<file path="src/rtl/uart_tx_feeder.sv">
// Key-press byte capture, FIFO queue and start/busy handoff to the UART transmitter.
// Optional auto-repeat while held: define UART_TX_FEEDER_REPEAT_EN.
module uart_tx_feeder #(
  parameter int DATA_W          = 8,
  parameter int FIFO_DEPTH      = 8,
  parameter int DEBOUNCE_CYCLES = 500000,
  parameter int ACK_TIMEOUT     = 1024,
  parameter int REPEAT_CYCLES   = 12500000,
  localparam int AW = $clog2(FIFO_DEPTH)
) (
  input  logic              Clk,
  input  logic              Rst_n,
  input  logic              key_n,
  input  logic [DATA_W-1:0] sw_data,
  input  logic              tx_busy,
  output logic [DATA_W-1:0] tx_data,
  output logic              tx_start,
  output logic [AW:0]       fifo_count,
  output logic              fifo_full,
  output logic              overflow,
  output logic              ack_err
);

  localparam int DW = $clog2(DEBOUNCE_CYCLES + 1);
  localparam int TW = $clog2(ACK_TIMEOUT + 1);

  localparam logic [1:0] IDLE      = 2'd0;
  localparam logic [1:0] START     = 2'd1;
  localparam logic [1:0] WAIT_ACK  = 2'd2;
  localparam logic [1:0] WAIT_DONE = 2'd3;

  if ((FIFO_DEPTH < 2) || ((FIFO_DEPTH & (FIFO_DEPTH - 1)) != 0))
    $error("FIFO_DEPTH must be a power of 2, >= 2");
  if ((ACK_TIMEOUT < 2) || (DEBOUNCE_CYCLES < 1) || (REPEAT_CYCLES < 1))
    $error("bad timing parameter");

  // Async assert, sync release
  logic [1:0] rst_q;
  logic       rst_sync_n;

  always_ff @(posedge Clk or negedge Rst_n) begin
    if (!Rst_n) rst_q <= 2'b00;
    else        rst_q <= {rst_q[0], 1'b1};
  end

  assign rst_sync_n = rst_q[1];

  logic          k1, k2, deb, deb_q;
  logic [DW-1:0] dcnt;
  logic          press, push;

  always_ff @(posedge Clk or negedge rst_sync_n) begin
    if (!rst_sync_n) begin
      k1    <= 1'b1;
      k2    <= 1'b1;
      deb   <= 1'b1;
      deb_q <= 1'b1;
      dcnt  <= '0;
    end else begin
      k1    <= key_n;
      k2    <= k1;
      deb_q <= deb;
      if (k2 == deb) begin
        dcnt <= '0;
      end else if (dcnt == DW'(DEBOUNCE_CYCLES - 1)) begin
        deb  <= k2;
        dcnt <= '0;
      end else begin
        dcnt <= dcnt + 1'b1;
      end
    end
  end

  assign press = deb_q & ~deb;

`ifdef UART_TX_FEEDER_REPEAT_EN
  localparam int RW = $clog2(REPEAT_CYCLES + 1);
  logic [RW-1:0] rcnt;
  logic          rep_hit;

  assign rep_hit = ~deb & ~press & (rcnt == RW'(REPEAT_CYCLES - 1));

  always_ff @(posedge Clk or negedge rst_sync_n) begin
    if (!rst_sync_n)                  rcnt <= '0;
    else if (deb || press || rep_hit) rcnt <= '0;
    else                              rcnt <= rcnt + 1'b1;
  end

  assign push = press | rep_hit;
`else
  assign push = press;
`endif

  logic [DATA_W-1:0] mem [FIFO_DEPTH];
  logic [AW-1:0]     wptr, rptr;
  logic [1:0]        state;
  logic [TW-1:0]     tcnt;
  logic              pop, do_push;

  assign fifo_full = (fifo_count == (AW+1)'(FIFO_DEPTH));
  assign pop       = (state == IDLE) && (fifo_count != '0) && !tx_busy;
  // A pop in the same cycle frees the slot even when full
  assign do_push   = push && (!fifo_full || pop);
  assign tx_start  = (state == START);

  always_ff @(posedge Clk) begin
    if (do_push) mem[wptr] <= sw_data;
  end

  always_ff @(posedge Clk or negedge rst_sync_n) begin
    if (!rst_sync_n) begin
      wptr       <= '0;
      rptr       <= '0;
      fifo_count <= '0;
      overflow   <= 1'b0;
    end else begin
      if (do_push) wptr <= wptr + 1'b1;
      if (pop)     rptr <= rptr + 1'b1;
      if (do_push && !pop)      fifo_count <= fifo_count + 1'b1;
      else if (!do_push && pop) fifo_count <= fifo_count - 1'b1;
      if (push && !do_push) overflow <= 1'b1;
    end
  end

  // tcnt counts cycles since tx_start, START cycle included
  always_ff @(posedge Clk or negedge rst_sync_n) begin
    if (!rst_sync_n) begin
      state   <= IDLE;
      tx_data <= '0;
      tcnt    <= '0;
      ack_err <= 1'b0;
    end else begin
      case (state)
        IDLE: begin
          if (pop) begin
            tx_data <= mem[rptr];
            tcnt    <= '0;
            state   <= START;
          end
        end
        START: begin
          tcnt  <= tcnt + 1'b1;
          state <= WAIT_ACK;
        end
        WAIT_ACK: begin
          if (tx_busy) begin
            state <= WAIT_DONE;
          end else if (tcnt == TW'(ACK_TIMEOUT - 1)) begin
            ack_err <= 1'b1;
            state   <= IDLE;
          end else begin
            tcnt <= tcnt + 1'b1;
          end
        end
        WAIT_DONE: begin
          if (!tx_busy) state <= IDLE;
        end
        default: state <= IDLE;
      endcase
    end
  end

endmodule
</file>
<file path="config.mk">
export PLATFORM = sky130hd
export DESIGN_NAME = uart_tx_feeder
export DESIGN_NICKNAME = d
export VERILOG_FILES = /design/src/rtl/uart_tx_feeder.sv
export SDC_FILE = /design/constraint.sdc
export NUM_CORES = 1
export LEC_CHECK = 0
export ABC_AREA = 1
export CAP_MARGIN = 15
export CORE_ASPECT_RATIO = 0.75
export CORE_MARGIN = 2
export CORE_UTILIZATION = 60
export DETAILED_ROUTE_END_ITERATION = 8
export PLACE_DENSITY = 0.88
export SETUP_SLACK_MARGIN = 0.4
export SYNTH_ARGS = -nofsm -noshare
export SYNTH_HDL_FRONTEND = slang
export SYNTH_SLANG_ARGS = --single-unit
</file>
<file path="constraint.sdc">
create_clock -name Clk -period 2.5 [get_ports Clk]
set_input_delay 0.5 -clock Clk [delete_from_list [all_inputs] [get_ports Clk]]
set_output_delay 0.5 -clock Clk [all_outputs]
set_load 0.02 [all_outputs]
</file>
==> flow_summary.ini, run 1 <==
[status]
status = completed

[global_routing]
overflow = 0
grt_max_degree = 34
grtUsageTotal = 0.284
grt_antenna_before_repair = 0
grt_pass1_wl_um = 21500
grt_pass1_vias = 4472

[yosys]
synth_nets = 616
synth_top_family_by_area = simple AND/OR/NAND/NOR gates
synthMuxAreaShare = 0
synthTopCellsByArea = edfxtp_1, dfrtp_1, nand2_1
synth_edf_count = 64
synth_area_um2 = 5640
yosys_warnings = 0
synthCells = 591
ys_async_sr_fraction = 0.475
synthTopCellsByCount = nand2_1, nor2_1, edfxtp_1
synth-simple-area-share = 0.241
synth_xor_area_frac = 0.0308
ys.flop_type = edfxtp_1
synthDistinctLibCells = 35
netlist.area_leader.share = 0.341
ys_seq_area_frac = 0.599
synth-compound-area-share = 0.0581
yosysMostFrequentCell = nand2_1
ys_seq_elements = 122
syn_area_per_cell_um2 = 9.54
synth_top_area_cell = edfxtp_1
synth_fa_ha_area_frac = 0.0302

[timing]
drv_slew = 0
finalCritPeriodShare = 0.866
hold_violations = 0
worst_pin_slew_ps = 701
slew_headroom = 0.532
finalSetupViolCount = 0
timing.final.ws_setup_ps = 334
rsz0062_at_grt = true
hold_slack_ps = 244
finalClockSkew_ps = 8.09
period_minus_slack_ps = 2170
fmax_mhz = 462

[clocking]
clk_pin_slew_ps = 50
numCtsBuffers = 17
cts_tree = done
cts_buffer_depth = 2
cts-root-buf = clkbuf_16
cts_hold_buf = 0
clkLatencyLatePin_ps = 420
cts_sinks = 122
htreeDepth = 4

[critical_path]
cp_cell_sequence = buf_4, buf_4, clkdlybuf4s50_1
critPathArrivalTime_ps = 1670
endpoint_kind = output port
startpoint_type = register
regToRegStartpoint = state[0]
critPathSlowestCell = clkdlybuf4s50_1
worst-path-max-fanout = 3
r2r_setup_slack_ps = 330
critical_path_required_ps = 2000
critPathMostFrequentCell = buf_4
worst_path_largest_cell_delay_ps = 530
r2r_cells = 19
critPathLaunch = fifo_count[0]
setup.worst_path.class = reg2out

[floorplan]
die_h_um = 88.0
die_area_um2 = 10200
rows = 30
die-width_um = 116
initial_core_util = 0.621
core_area_um2 = 9080
ios = 28

[power_and_ir_drop]
p_switching_mw = 1.33
peakVddDrop_mv = 0.447
p_int_mw = 3.98
switching_share = 0.251
clkPwrFrac = 0.459
p_seq_frac = 0.417
power_frac_comb = 0.124
p_leak_nw = 2.82
p_per_area_nw_per_um2 = 761

[placed_design]
dpl.hpwl_um = 8130
dp_slack_ps = -61.5
port_buffers = 27
gp_congestion = 0.920

[route]
post_drt_wl_per_cell_um = 16.9
post-route-drc-count = 0
vias = 4569
drt-total-wl_um = 13500
ant_nets = 0
dr.first_iter.drc_count = 507
drt-pass1-iter-count = 5
vias_per_cell = 5.70

[cells_and_area]
nets = 685
syn_to_final_growth_pct = 23.8
drive_gt1_frac = 0.172
diodes = 0

[job]
maxCapViolCount = 0

[min_path]
worstHoldPathType = in2async
[repair_timing]
item                                    CTS  global route
pin swaps                                 7            13
endpoints found under the setup margin    5            13
gates resized for setup                  16            12
buffers inserted                          6            10
[cell type report]
class	instances	area (µm²)
flip-flops and latches	122	3380
clock buffers	20	437
multi-input cells	414	2160
well taps	128	160
repair buffers	63	538
fillers	557	2100
clock inverters	12	148
inverters	42	160
[sequential cells by signal, indices dropped and copies added, names as in the netlist, 3 cells and up]
signal / flops
dcnt: 19
fifo_count: 4
mem: 64
rptr: 3
tcnt: 11
tx_data: 8
wptr: 3
[cell usage in the layout (no fill, tap or decap), drive strengths merged]
master / instances
a21oi: 6
a31o: 1
a31oi: 1
buf: 36
bufinv: 3
clkbuf: 21
clkdlybuf4s50: 25
clkinv: 8
clkinvlp: 1
conb: 1
dfrtp: 54
dfstp: 4
dlygate4sd2: 1
edfxtp: 64
fa: 1
ha: 12
inv: 42
nand2: 136
nand3: 39
nand3b: 3
nand4: 2
nor2: 129
nor3: 7
nor3b: 1
nor4: 4
o211ai: 8
o21ai: 43
o21bai: 1
xnor2: 7
xor2: 12
[critical path: cells and delay by family (launching register included)]
family,cells,cell delay (ps)
buffers and inverters,3,820
DFF,1,440
[final timing paths]
kind,to
worst max-delay path,fifo_count[0]
worst min-delay path,rst_q[1]
min in group Clk,rst_q[1]
max in group asynchronous,rptr[2]
worst min register to register,dcnt[3]
worst max register to register,fifo_count[3]
[stage by stage]
stage | cells | area (µm²) | setup TNS (ps) | utilization | power, mW
detailed placement | 753 | 6190 | -69.3 | 0.681 | 2.78
floorplan | 591 | 5650 | 0 | - | 2.63
finish | 801 | 6980 | 0 | 0.769 | 5.31
global route | 801 | 6980 | 0 | 0.769 | 5.48
global placement | 753 | 6190 | -27.9 | 0.681 | 2.74
CTS | 791 | 6870 | 0 | 0.756 | 5.28
[cells by family (layout without fill, tap and decap cells)]
logic type,Yosys count,count (layout)
AOI/OAI and AO/OA,60,60
other,1,1
DFF,122,122
buffers and inverters,55,137
xor gates and xnor gates,19,19
and+or+nand+nor,321,321
adders and majority gates,13,13
[metal layers]
layer  vias up  global-route usage  part of all wire
met5         -                   0                 0
met4         0               0.123             0.029
met3        43              0.0810             0.093
met2       287               0.456              0.49
met1      2154               0.366              0.38
li1       2085                   -                 -
[power groups by stage]
stage / Sequential (mW) / Combinational (mW) / Clock, mW
after global placement: 2.25 / 0.484 / 0
after global routing: 2.22 / 0.720 / 2.54
after detailed placement: 2.26 / 0.519 / 0
after floorplan: 2.25 / 0.377 / 0
after CTS: 2.21 / 0.619 / 2.45
final: 2.21 / 0.657 / 2.44
No activity file was read; power rests on OpenSTA's default activity.
==> inputs of run 2 (changes only) <==
--- a/config.mk
+++ b/config.mk
@@ -12,7 +12,9 @@
 export CORE_UTILIZATION = 60
 export DETAILED_ROUTE_END_ITERATION = 8
 export PLACE_DENSITY = 0.88
+export RECOVER_POWER = 100
 export SETUP_SLACK_MARGIN = 0.4
+export SLEW_MARGIN = 20
 export SYNTH_ARGS = -nofsm -noshare
 export SYNTH_HDL_FRONTEND = slang
 export SYNTH_SLANG_ARGS = --single-unit
==> run 2 against run 1 <==
Against the previous run:
- clock power is essentially flat
- final cell count unchanged
- highest routed layer unchanged
- critical endpoint unchanged
- sequential share of layout area rose by 0.22 points
- sequential power about the same
- largest cell class unchanged
- non-clock buffer count stayed put
- wire length grew 0.22%
- via count down 0.20%
- flip-flop and latch count unchanged
- largest power group unchanged
==> flow_summary.ini, run 2 (same netlist as run 1, synthesis figures left out) <==
[clocking]
htreeDepth = 4
clkLatencyLatePin_ps = 420
cts_sinks = 122
cts-root-buf = clkbuf_16
clk_pin_slew_ps = 50
cts_tree = done
cts_hold_buf = 0
cts_buffer_depth = 2
numCtsBuffers = 17

[cells_and_area]
multi_input_area_um2 = 2130
top_regs = mem: 64 flops, dcnt: 19 flops, tcnt: 11 flops
utilization = 0.765
regMostFlops = mem
diodes = 0
n_fill_cell = 567
final_common_cell = nand2_1
nets = 685
largest_reg_flops = 64
final_cell_mix = nand2_1, nor2_1, edfxtp_1
syn_to_final_growth_pct = 23.2
seqCellArea_um2 = 3380
drive_gt1_frac = 0.159

[floorplan]
die_h_um = 88.0
die-width_um = 116
ios = 28
core_area_um2 = 9080
rows = 30
initial_core_util = 0.621
die_area_um2 = 10200

[global_routing]
use_met1 = 0.366
grt_max_degree = 34
grt_pass1_wl_um = 21500
overflow = 0
grt-busiest-layer = met2
grt_pass1_vias = 4472
use_met2 = 0.456
grtUsageTotal = 0.284
grt_antenna_before_repair = 0
met3_usage = 0.0810

[power_and_ir_drop]
clkPwrFrac = 0.461
power_frac_comb = 0.123
p_leak_nw = 2.83
p_int_mw = 3.97
peakVddDrop_mv = 0.447
p_switching_mw = 1.34
switching_share = 0.252
p_seq_frac = 0.417
p_per_area_nw_per_um2 = 764
total_power_mw = 5.31

[critical_path]
critPathMostFrequentCell = buf_4
cp.buffers_inverters = 3
setup.worst_path.class = reg2out
critPathArrivalTime_ps = 1780
worst-path-max-fanout = 3
cp_cell_sequence = buf_4, buf_4, dlygate4sd3_1
critical_path_required_ps = 2000
critPathTopFamily = buffers and inverters
worst_path_largest_cell_delay_ps = 640
endpoint_kind = output port
startpoint_type = register
critPathSlowestCell = dlygate4sd3_1

[route]
post-route-drc-count = 0
vias_per_cell = 5.69
drt-pass1-iter-count = 5
drt-total-wl_um = 13500
post_drt_wl_per_cell_um = 16.9
dr.first_iter.drc_count = 538
vias = 4560
ant_nets = 0

[timing]
finalSetupTns_ps = 0
worst_pin_slew_ps = 1260
finalCritPeriodShare = 0.912
rsz0062_at_grt = true
finalClockSkew_ps = 9.33
finalSetupViolCount = 0
hold_violations = 0
drv_slew = 0
fmax_mhz = 439
period_minus_slack_ps = 2280
slew_headroom = 0.160
hold_slack_ps = 315

[job]
maxCapViolCount = 0

[placed_design]
dpl.hpwl_um = 8130
port_buffers = 27
gp_congestion = 0.920

[min_path]
worstHoldPathType = in2async

[status]
status = completed
run 2: cell types whose count changed in the layout (fill, tap and decap cells not counted), sizes merged:
| cell | delta |
|---|---|
| clkdlybuf4s50 | -14 |
| dlygate4sd3 | +14 |
| buf | -4 |
| clkbuf | +4 |
run 2: worst paths after layout:
check,start,to,slack (ps),cells after the start
worst max-delay path,fifo_count[0],fifo_count[0],220,3
worst min-delay path,Rst_n,rst_q[1],310,1
worst max register to register,fifo_count[0],fifo_count[3],280,17
worst min register to register,rst_q[0],rst_q[1],360,0
max in group asynchronous,rst_q[1],tx_data[2],570,1
min in group Clk,rst_q[0],rst_q[1],360,0
run 2: per-layer routing:
layer / up-vias / share of wire
li1: 2083 / -
met1: 2177 / 0.40
met2: 263 / 0.50
met3: 37 / 0.082
met4: 0 / 0.025
met5: - / 0
run 2: timing repair:
action	4_1_cts	5_1_grt
setup endpoints to repair	5	13
buffers inserted	6	10
gates cloned	0	0
pin swaps	7	13
resized for setup	16	12
run 2: stage by stage:
| step | setup slack [ps] | cells | instance area [µm²] |
|---|---|---|---|
| 4_1_cts | 408 | 791 | 6870 |
| 3_3_place_gp | -27.9 | 753 | 6190 |
| 6_report | 220 | 801 | 6950 |
| 3_5_place_dp | -61.5 | 753 | 6190 |
| 2_1_floorplan | 191 | 591 | 5650 |
| 5_1_grt | 98.1 | 801 | 6950 |
run 2: final cells by class:
cell class                      count  share of cell area
Tap cell                          128              0.0230
Timing Repair Buffer               63              0.0763
Clock buffer                       20              0.0628
Clock inverter                     12              0.0212
Sequential cell                   122               0.487
Multi-Input combinational cell    414               0.307
Inverter                           42              0.0230
run 2: power by group through the flow:
stage	registers, mW	clock network (mW)	logic, mW
final	2.21	2.45	0.651
after global routing	2.22	2.54	0.713
after CTS	2.21	2.45	0.619
after detailed placement	2.26	0	0.519
after global placement	2.25	0	0.484
after floorplan	2.25	0	0.377
run 2: worst reg2reg max path, stage by stage, from the launching register on:
cell and delay [ps]:
dfrtp_2 440, nor2_4 110, nand2_1 50, nor2_1 260, nand2_2 100, nand2_2 80
inv_2 50, ha_4 160, inv_4 70, ha_4 190, nand2_2 60, inv_2 50
o21ai_4 170, nand2_2 90, nand2_2 70, nand2_1 50, nand2_1 70, nand2_1 50
==> inputs of run 3 (changes only) <==
--- a/config.mk
+++ b/config.mk
@@ -14,7 +14,7 @@
 export PLACE_DENSITY = 0.88
 export RECOVER_POWER = 100
 export SETUP_SLACK_MARGIN = 0.4
-export SLEW_MARGIN = 20
+export SLEW_MARGIN = 0
 export SYNTH_ARGS = -nofsm -noshare
 export SYNTH_HDL_FRONTEND = slang
 export SYNTH_SLANG_ARGS = --single-unit
==> results of run 3 <==
Final layout, timing and power as in run 2 (identical DEF).
